==> src/rtl/mat_mult_seq.sv <==
// Sequential signed matrix multiplier OUT[M][N] = A[M][K] x B[K][N], one MAC lane per output row.
// Optional output saturation to OUT_W bits is enabled with the MAT_MULT_SAT_EN macro.
module mat_mult_seq #(
  parameter int M      = 2,
  parameter int K      = 2,
  parameter int N      = 2,
  parameter int DATA_W = 16,
  parameter int ACC_W  = 2*DATA_W + $clog2(K+1),
  parameter int OUT_W  = DATA_W
) (
  input  logic                     clk,
  input  logic                     reset,
  input  logic                     start,
  input  logic signed [DATA_W-1:0] mat_a   [M][K],
  input  logic signed [DATA_W-1:0] mat_b   [K][N],
  output logic                     busy,
  output logic                     done,
  output logic signed [ACC_W-1:0]  mat_out [M][N],
  output logic                     overflow
);

  localparam int KW = (K > 1) ? $clog2(K) : 1;
  localparam int JW = (N > 1) ? $clog2(N) : 1;
  localparam int PW = 2*DATA_W;
  localparam logic [KW-1:0] K_LAST = KW'(K-1);
  localparam logic [JW-1:0] J_LAST = JW'(N-1);

  typedef enum logic [1:0] {IDLE, CALC, DONE} state_t;

  state_t                   state_q, state_d;
  logic [KW-1:0]            k_q, k_d;
  logic [JW-1:0]            j_q, j_d;
  logic                     done_q;
  logic signed [DATA_W-1:0] a_q       [M][K];
  logic signed [DATA_W-1:0] b_q       [K][N];
  logic signed [ACC_W-1:0]  acc_q     [M];
  logic signed [ACC_W-1:0]  res_q     [M][N];
  logic signed [ACC_W-1:0]  mat_out_q [M][N];
  logic signed [PW-1:0]     prod      [M];
  logic signed [ACC_W-1:0]  sum       [M];
  logic signed [ACC_W-1:0]  wr_val    [M];

`ifdef MAT_MULT_SAT_EN
  localparam logic signed [ACC_W-1:0] SAT_MAX =
    $signed({{(ACC_W-OUT_W+1){1'b0}}, {(OUT_W-1){1'b1}}});
  localparam logic signed [ACC_W-1:0] SAT_MIN =
    $signed({{(ACC_W-OUT_W+1){1'b1}}, {(OUT_W-1){1'b0}}});

  function automatic logic sat_clips(input logic signed [ACC_W-1:0] v);
    return (v > SAT_MAX) || (v < SAT_MIN);
  endfunction

  function automatic logic signed [ACC_W-1:0] sat_clamp(input logic signed [ACC_W-1:0] v);
    if (v > SAT_MAX) return SAT_MAX;
    if (v < SAT_MIN) return SAT_MIN;
    return v;
  endfunction

  logic clip_any;
  logic ovf_job_q;
  logic overflow_q;
`endif

  // Lane arithmetic: full-width product, sign-extended into the accumulator
  always_comb begin
    for (int i = 0; i < M; i++) begin
      prod[i] = PW'(a_q[i][k_q]) * PW'(b_q[k_q][j_q]);
      sum[i]  = (k_q == '0) ? ACC_W'(prod[i]) : acc_q[i] + ACC_W'(prod[i]);
`ifdef MAT_MULT_SAT_EN
      wr_val[i] = sat_clamp(sum[i]);
`else
      wr_val[i] = sum[i];
`endif
    end
  end

`ifdef MAT_MULT_SAT_EN
  always_comb begin
    clip_any = 1'b0;
    for (int i = 0; i < M; i++) begin
      clip_any = clip_any | sat_clips(sum[i]);
    end
  end
`endif

  always_comb begin
    state_d = state_q;
    k_d     = k_q;
    j_d     = j_q;
    case (state_q)
      IDLE: begin
        if (start) begin
          state_d = CALC;
          k_d     = '0;
          j_d     = '0;
        end
      end
      CALC: begin
        if (k_q == K_LAST) begin
          k_d = '0;
          if (j_q == J_LAST) state_d = DONE;
          else               j_d     = j_q + 1'b1;
        end else begin
          k_d = k_q + 1'b1;
        end
      end
      DONE:    state_d = IDLE;
      default: state_d = IDLE;
    endcase
  end

  // Operand capture: only meaningful after an accepted start, so no reset needed
  always_ff @(posedge clk) begin
    if (state_q == IDLE && start && !reset) begin
      a_q <= mat_a;
      b_q <= mat_b;
    end
  end

  always_ff @(posedge clk) begin
    if (reset) begin
      state_q <= IDLE;
      k_q     <= '0;
      j_q     <= '0;
      done_q  <= 1'b0;
      for (int i = 0; i < M; i++) begin
        acc_q[i] <= '0;
        for (int j = 0; j < N; j++) begin
          res_q[i][j]     <= '0;
          mat_out_q[i][j] <= '0;
        end
      end
    end else begin
      state_q <= state_d;
      k_q     <= k_d;
      j_q     <= j_d;
      done_q  <= (state_q == DONE);
      if (state_q == CALC) begin
        for (int i = 0; i < M; i++) begin
          acc_q[i] <= sum[i];
          if (k_q == K_LAST) res_q[i][j_q] <= wr_val[i];
        end
      end
      if (state_q == DONE) mat_out_q <= res_q;
    end
  end

`ifdef MAT_MULT_SAT_EN
  // Job-level sticky clip flag, published to overflow together with mat_out
  always_ff @(posedge clk) begin
    if (reset) begin
      ovf_job_q  <= 1'b0;
      overflow_q <= 1'b0;
    end else if (state_q == IDLE && start) begin
      ovf_job_q  <= 1'b0;
      overflow_q <= 1'b0;
    end else if (state_q == CALC && k_q == K_LAST && clip_any) begin
      ovf_job_q <= 1'b1;
    end else if (state_q == DONE) begin
      overflow_q <= ovf_job_q;
    end
  end
  assign overflow = overflow_q;
`else
  assign overflow = 1'b0;
`endif

  assign busy    = (state_q == CALC);
  assign done    = done_q;
  assign mat_out = mat_out_q;

endmodule

==> config.mk <==
export PLATFORM = sky130hd
export DESIGN_NAME = mat_mult_seq
export DESIGN_NICKNAME = d
export VERILOG_FILES = /design/src/rtl/mat_mult_seq.sv
export SDC_FILE = /design/constraint.sdc
export NUM_CORES = 2
export LEC_CHECK = 0
export ABC_AREA = 1
export BUFFER_PORTS_ARGS = -buffer_cell sky130_fd_sc_hd__buf_2
export CAP_MARGIN = 15
export CORE_ASPECT_RATIO = 0.5
export CORE_MARGIN = 10
export CORE_UTILIZATION = 45
export CTS_CLUSTER_SIZE = 10
export DETAILED_ROUTE_END_ITERATION = 7
export SKIP_CTS_REPAIR_TIMING = 1
export SLEW_MARGIN = 15
export SYNTH_ARGS = -nofsm -noshare
export SYNTH_HDL_FRONTEND = slang
export SYNTH_SLANG_ARGS = --single-unit
==> constraint.sdc <==
create_clock -name clk -period 7.4 [get_ports clk]
set_clock_uncertainty 0.2 [all_clocks]
set_input_delay 1.11 -clock clk [delete_from_list [all_inputs] [get_ports clk]]
set_output_delay 1.11 -clock clk [all_outputs]
set_load 0.1 [all_outputs]
==> results.toml <==
[clocking]
cts_max_level = 2
clock_sinks = 473
root_buffer = "clkbuf_16"
numCtsBuffers = 55
clock_latency_ns = 0.69
clk_pin_slew_ns = 0.06
cts_tree = "done"
cts_buffer_depth = 3

[global_route]
grt_pass1_vias = 38880
antenna_found_initial = 2
overflow = 0
grt_max_degree = 122
grtUsageTotal_pct = 28.1
grt_pass1_wl_um = 236000

[yosys]
synthXorXnorAreaFrac_pct = 1.39
syn_inst = 5345
synth_mux_area_share_pct = 0.0467
ys_warn_count = 0
syn_nets = 6234
synth_seq_cells = 473
synth_ff_type = "dfxtp_1"
synth-compound-area-share_pct = 8.87
synthAdderAreaFrac_pct = 31.3
syn_area_per_cell_um2 = 8.02
synth_cell_types = 57
netlist_area_mm2 = 0.0429
async_flop_share_pct = 0
synth-edff-count = 196
ys_seq_area_share_pct = 26.7
synth_top_family_by_area = "adder cells"
yosys.area_share.simple_pct = 20.3

[timing]
min_period_ns = 8.34
setup_ws_ns = -0.936
max_slew_margin_pct = 31.6
slew_violations = 0
finalCritPeriodShare_pct = 113
setup_violations = 150
max_freq_mhz = 120
rsz0062_at_grt = "true"
worstMarginPinSlew_ns = 1.03
hold_violations = 0

[final_layout]
mostFrequentLayoutCell = "inv_1"
final_cell_mix = "inv_1, nand2_1, buf_4"
final_nets = 7176
antenna_cells = 0
drive_gt1_share_pct = 26.5
areaGrowthSynthToFinish_pct = 29.2

[detailed_routing]
avgRoutedWirePerCell_um = 20.9
vias = 38807
ant_nets = 0
wl_um = 158000
firstDrtPassIters = 5
drc = 0
first_iter_violations = 3367
avgViaCountPerCell = 5.12

[setup_path]
crit_cells = 39
cp_max_fo = 13
start_kind = "register"
slowest_stage = "fa_2"
critPathCaptureType = "register"
cp_slowest_stage_delay_ns = 0.63
worst-path-buf-inv = 13
worstPathArrival_ns = 8.67
crit_family = "adder cells"
reg2regPathDepth = 39
crit_type = "reg2reg"
required_ns = 7.73
crit_path_frequent_cell = "inv_1"

[worst_hold_path]
holdPathStages = 2
holdCritPathClass = "reg2reg"

[floorplan]
fp-row-count = 79
io_pins = 270
initial_utilization_pct = 45.7
die_x_um = 456
dieArea_mm2 = 0.109
die_h_um = 238
fp.coreArea_mm2 = 0.0937

[run_status]
violations = "negative setup slack"
status = "complete, but fails checks"

[place]
place.detailed.hpwl_um = 128000
gp_congestion = 0.991
place_ws_ns = -1.39
port_buffers = 268

[run]
maxCapViolCount = 0
[cell type report]
| class | instances | area, µm² |
|---|---|---|
| fillers | 8636 | 38300 |
| multi-input cells | 3613 | 28600 |
| flip-flops and latches | 473 | 11400 |
| repair buffers | 1062 | 8060 |
| inverters | 1082 | 4120 |
| well taps | 1255 | 1570 |
| clock buffers | 83 | 1490 |
| clock inverters | 8 | 108 |
[flip-flops by register name (all words and copies together), names as in the netlist]
signal,cells
mat_out,136
done,1
acc_q,68
a_q,64
j_q,1
res_q,136
state_q,2
k_q,1
b_q,64
[worst reg2reg max path: cells and delay by family, from the launching register on]
family / cells / cell delay (ns)
AND/OR/NAND/NOR: 13 / 1.59
XOR/XNOR: 1 / 0.28
AO/OA/AOI/OAI: 4 / 0.64
buffers and inverters: 13 / 1.40
flip-flops: 1 / 0.47
adder cells (fa/ha/maj): 8 / 3.61
[cell families (layout without fill, tap and decap cells)]
| group | after synthesis | count (layout) |
|---|---|---|
| XOR/XNOR | 63 | 63 |
| AND/OR/NAND/NOR | 2097 | 2097 |
| adder cells (fa/ha/maj) | 758 | 758 |
| AO/OA/AOI/OAI | 692 | 692 |
| flip-flops | 473 | 473 |
| multiplexers | 2 | 2 |
| other | 1 | 1 |
| buffers and inverters | 1259 | 2235 |
[per-stage QoR]
| step | hold slack (ns) | instances | util [%] | cell area (µm²) | setup TNS (ns) |
|---|---|---|---|---|---|
| 2_1_floorplan | 0.220 | 5345 | - | 42900 | 0 |
| 3_3_place_gp | 0.241 | 7453 | 54.7 | 51200 | -143.01 |
| 3_5_place_dp | 0.245 | 7453 | 54.7 | 51200 | -138.76 |
| 4_1_cts | 0.218 | 7544 | 56.4 | 52800 | -154.49 |
| 5_1_grt | 0.258 | 7576 | 59.1 | 55400 | -138.83 |
| 6_report | 0.208 | 7576 | 59.1 | 55400 | -89.29 |
[Yosys cell counts (3+ instances only)]
library cell  count  area share, %
inv_2            28           0.25
edfxtp_1        196             14
xor2_1           37           0.76
o21a_1           24           0.42
xor2_2            6           0.23
a31oi_1           5          0.073
o21bai_1         22           0.39
nand2_2          27           0.39
nand3_1         231            2.7
dfxtp_1         277             13
inv_1          1046            9.2
o21ai_2          14           0.29
nor4_1            3          0.044
nand3b_1         19           0.33
ha_1            232            6.8
nor2_1          679            5.9
a21oi_1         283            3.3
fa_1            526             25
o21ai_1          31           0.36
clkbuf_8          3          0.096
nor3_1           18           0.21
clkbuf_1         80           0.70
a21oi_2           8           0.16
buf_1            14           0.12
clkinv_1          8          0.070
nand2_1        1012            8.9
nand3_2           9           0.21
a21o_1           12           0.21
o21ai_0         258            3.0
buf_2            75           0.88
or2_1             7           0.10
nand4_1          31           0.45
nor2_4            3          0.079
nor2_2            7           0.10
o211ai_1         26           0.46
or2_2            29           0.42
xnor2_1          20           0.41
and2_1            6          0.088
and3_1            4          0.058
nor3_2            5           0.12
[final timing paths]
| kind | endpoint | slack (ns) | from |
|---|---|---|---|
| worst min-delay path | mat_out[44]$_SDFFE_PP0P_ | 0.21 | res_q[44]$_SDFFE_PP0P_ |
| worst max register to register | res_q[128]$_SDFFE_PP0P_ | -0.94 | k_q$_SDFFE_PP0P_ |
| worst max-delay path | res_q[128]$_SDFFE_PP0P_ | -0.94 | k_q$_SDFFE_PP0P_ |
| worst min register to register | mat_out[44]$_SDFFE_PP0P_ | 0.21 | res_q[44]$_SDFFE_PP0P_ |
[per-layer routing]
layer / track usage (%) / up-vias / routed length [µm]
li1: - / 18344 / -
met1: 41.5 / 18902 / 73600
met2: 41.0 / 1395 / 66100
met3: 7.81 / 166 / 15200
met4: 5.58 / 0 / 3040
met5: 0 / - / 0
Power is left out: the tool's default activity adds up to more than one toggle a clock period on the data nets, which glitch-free logic cannot reach.
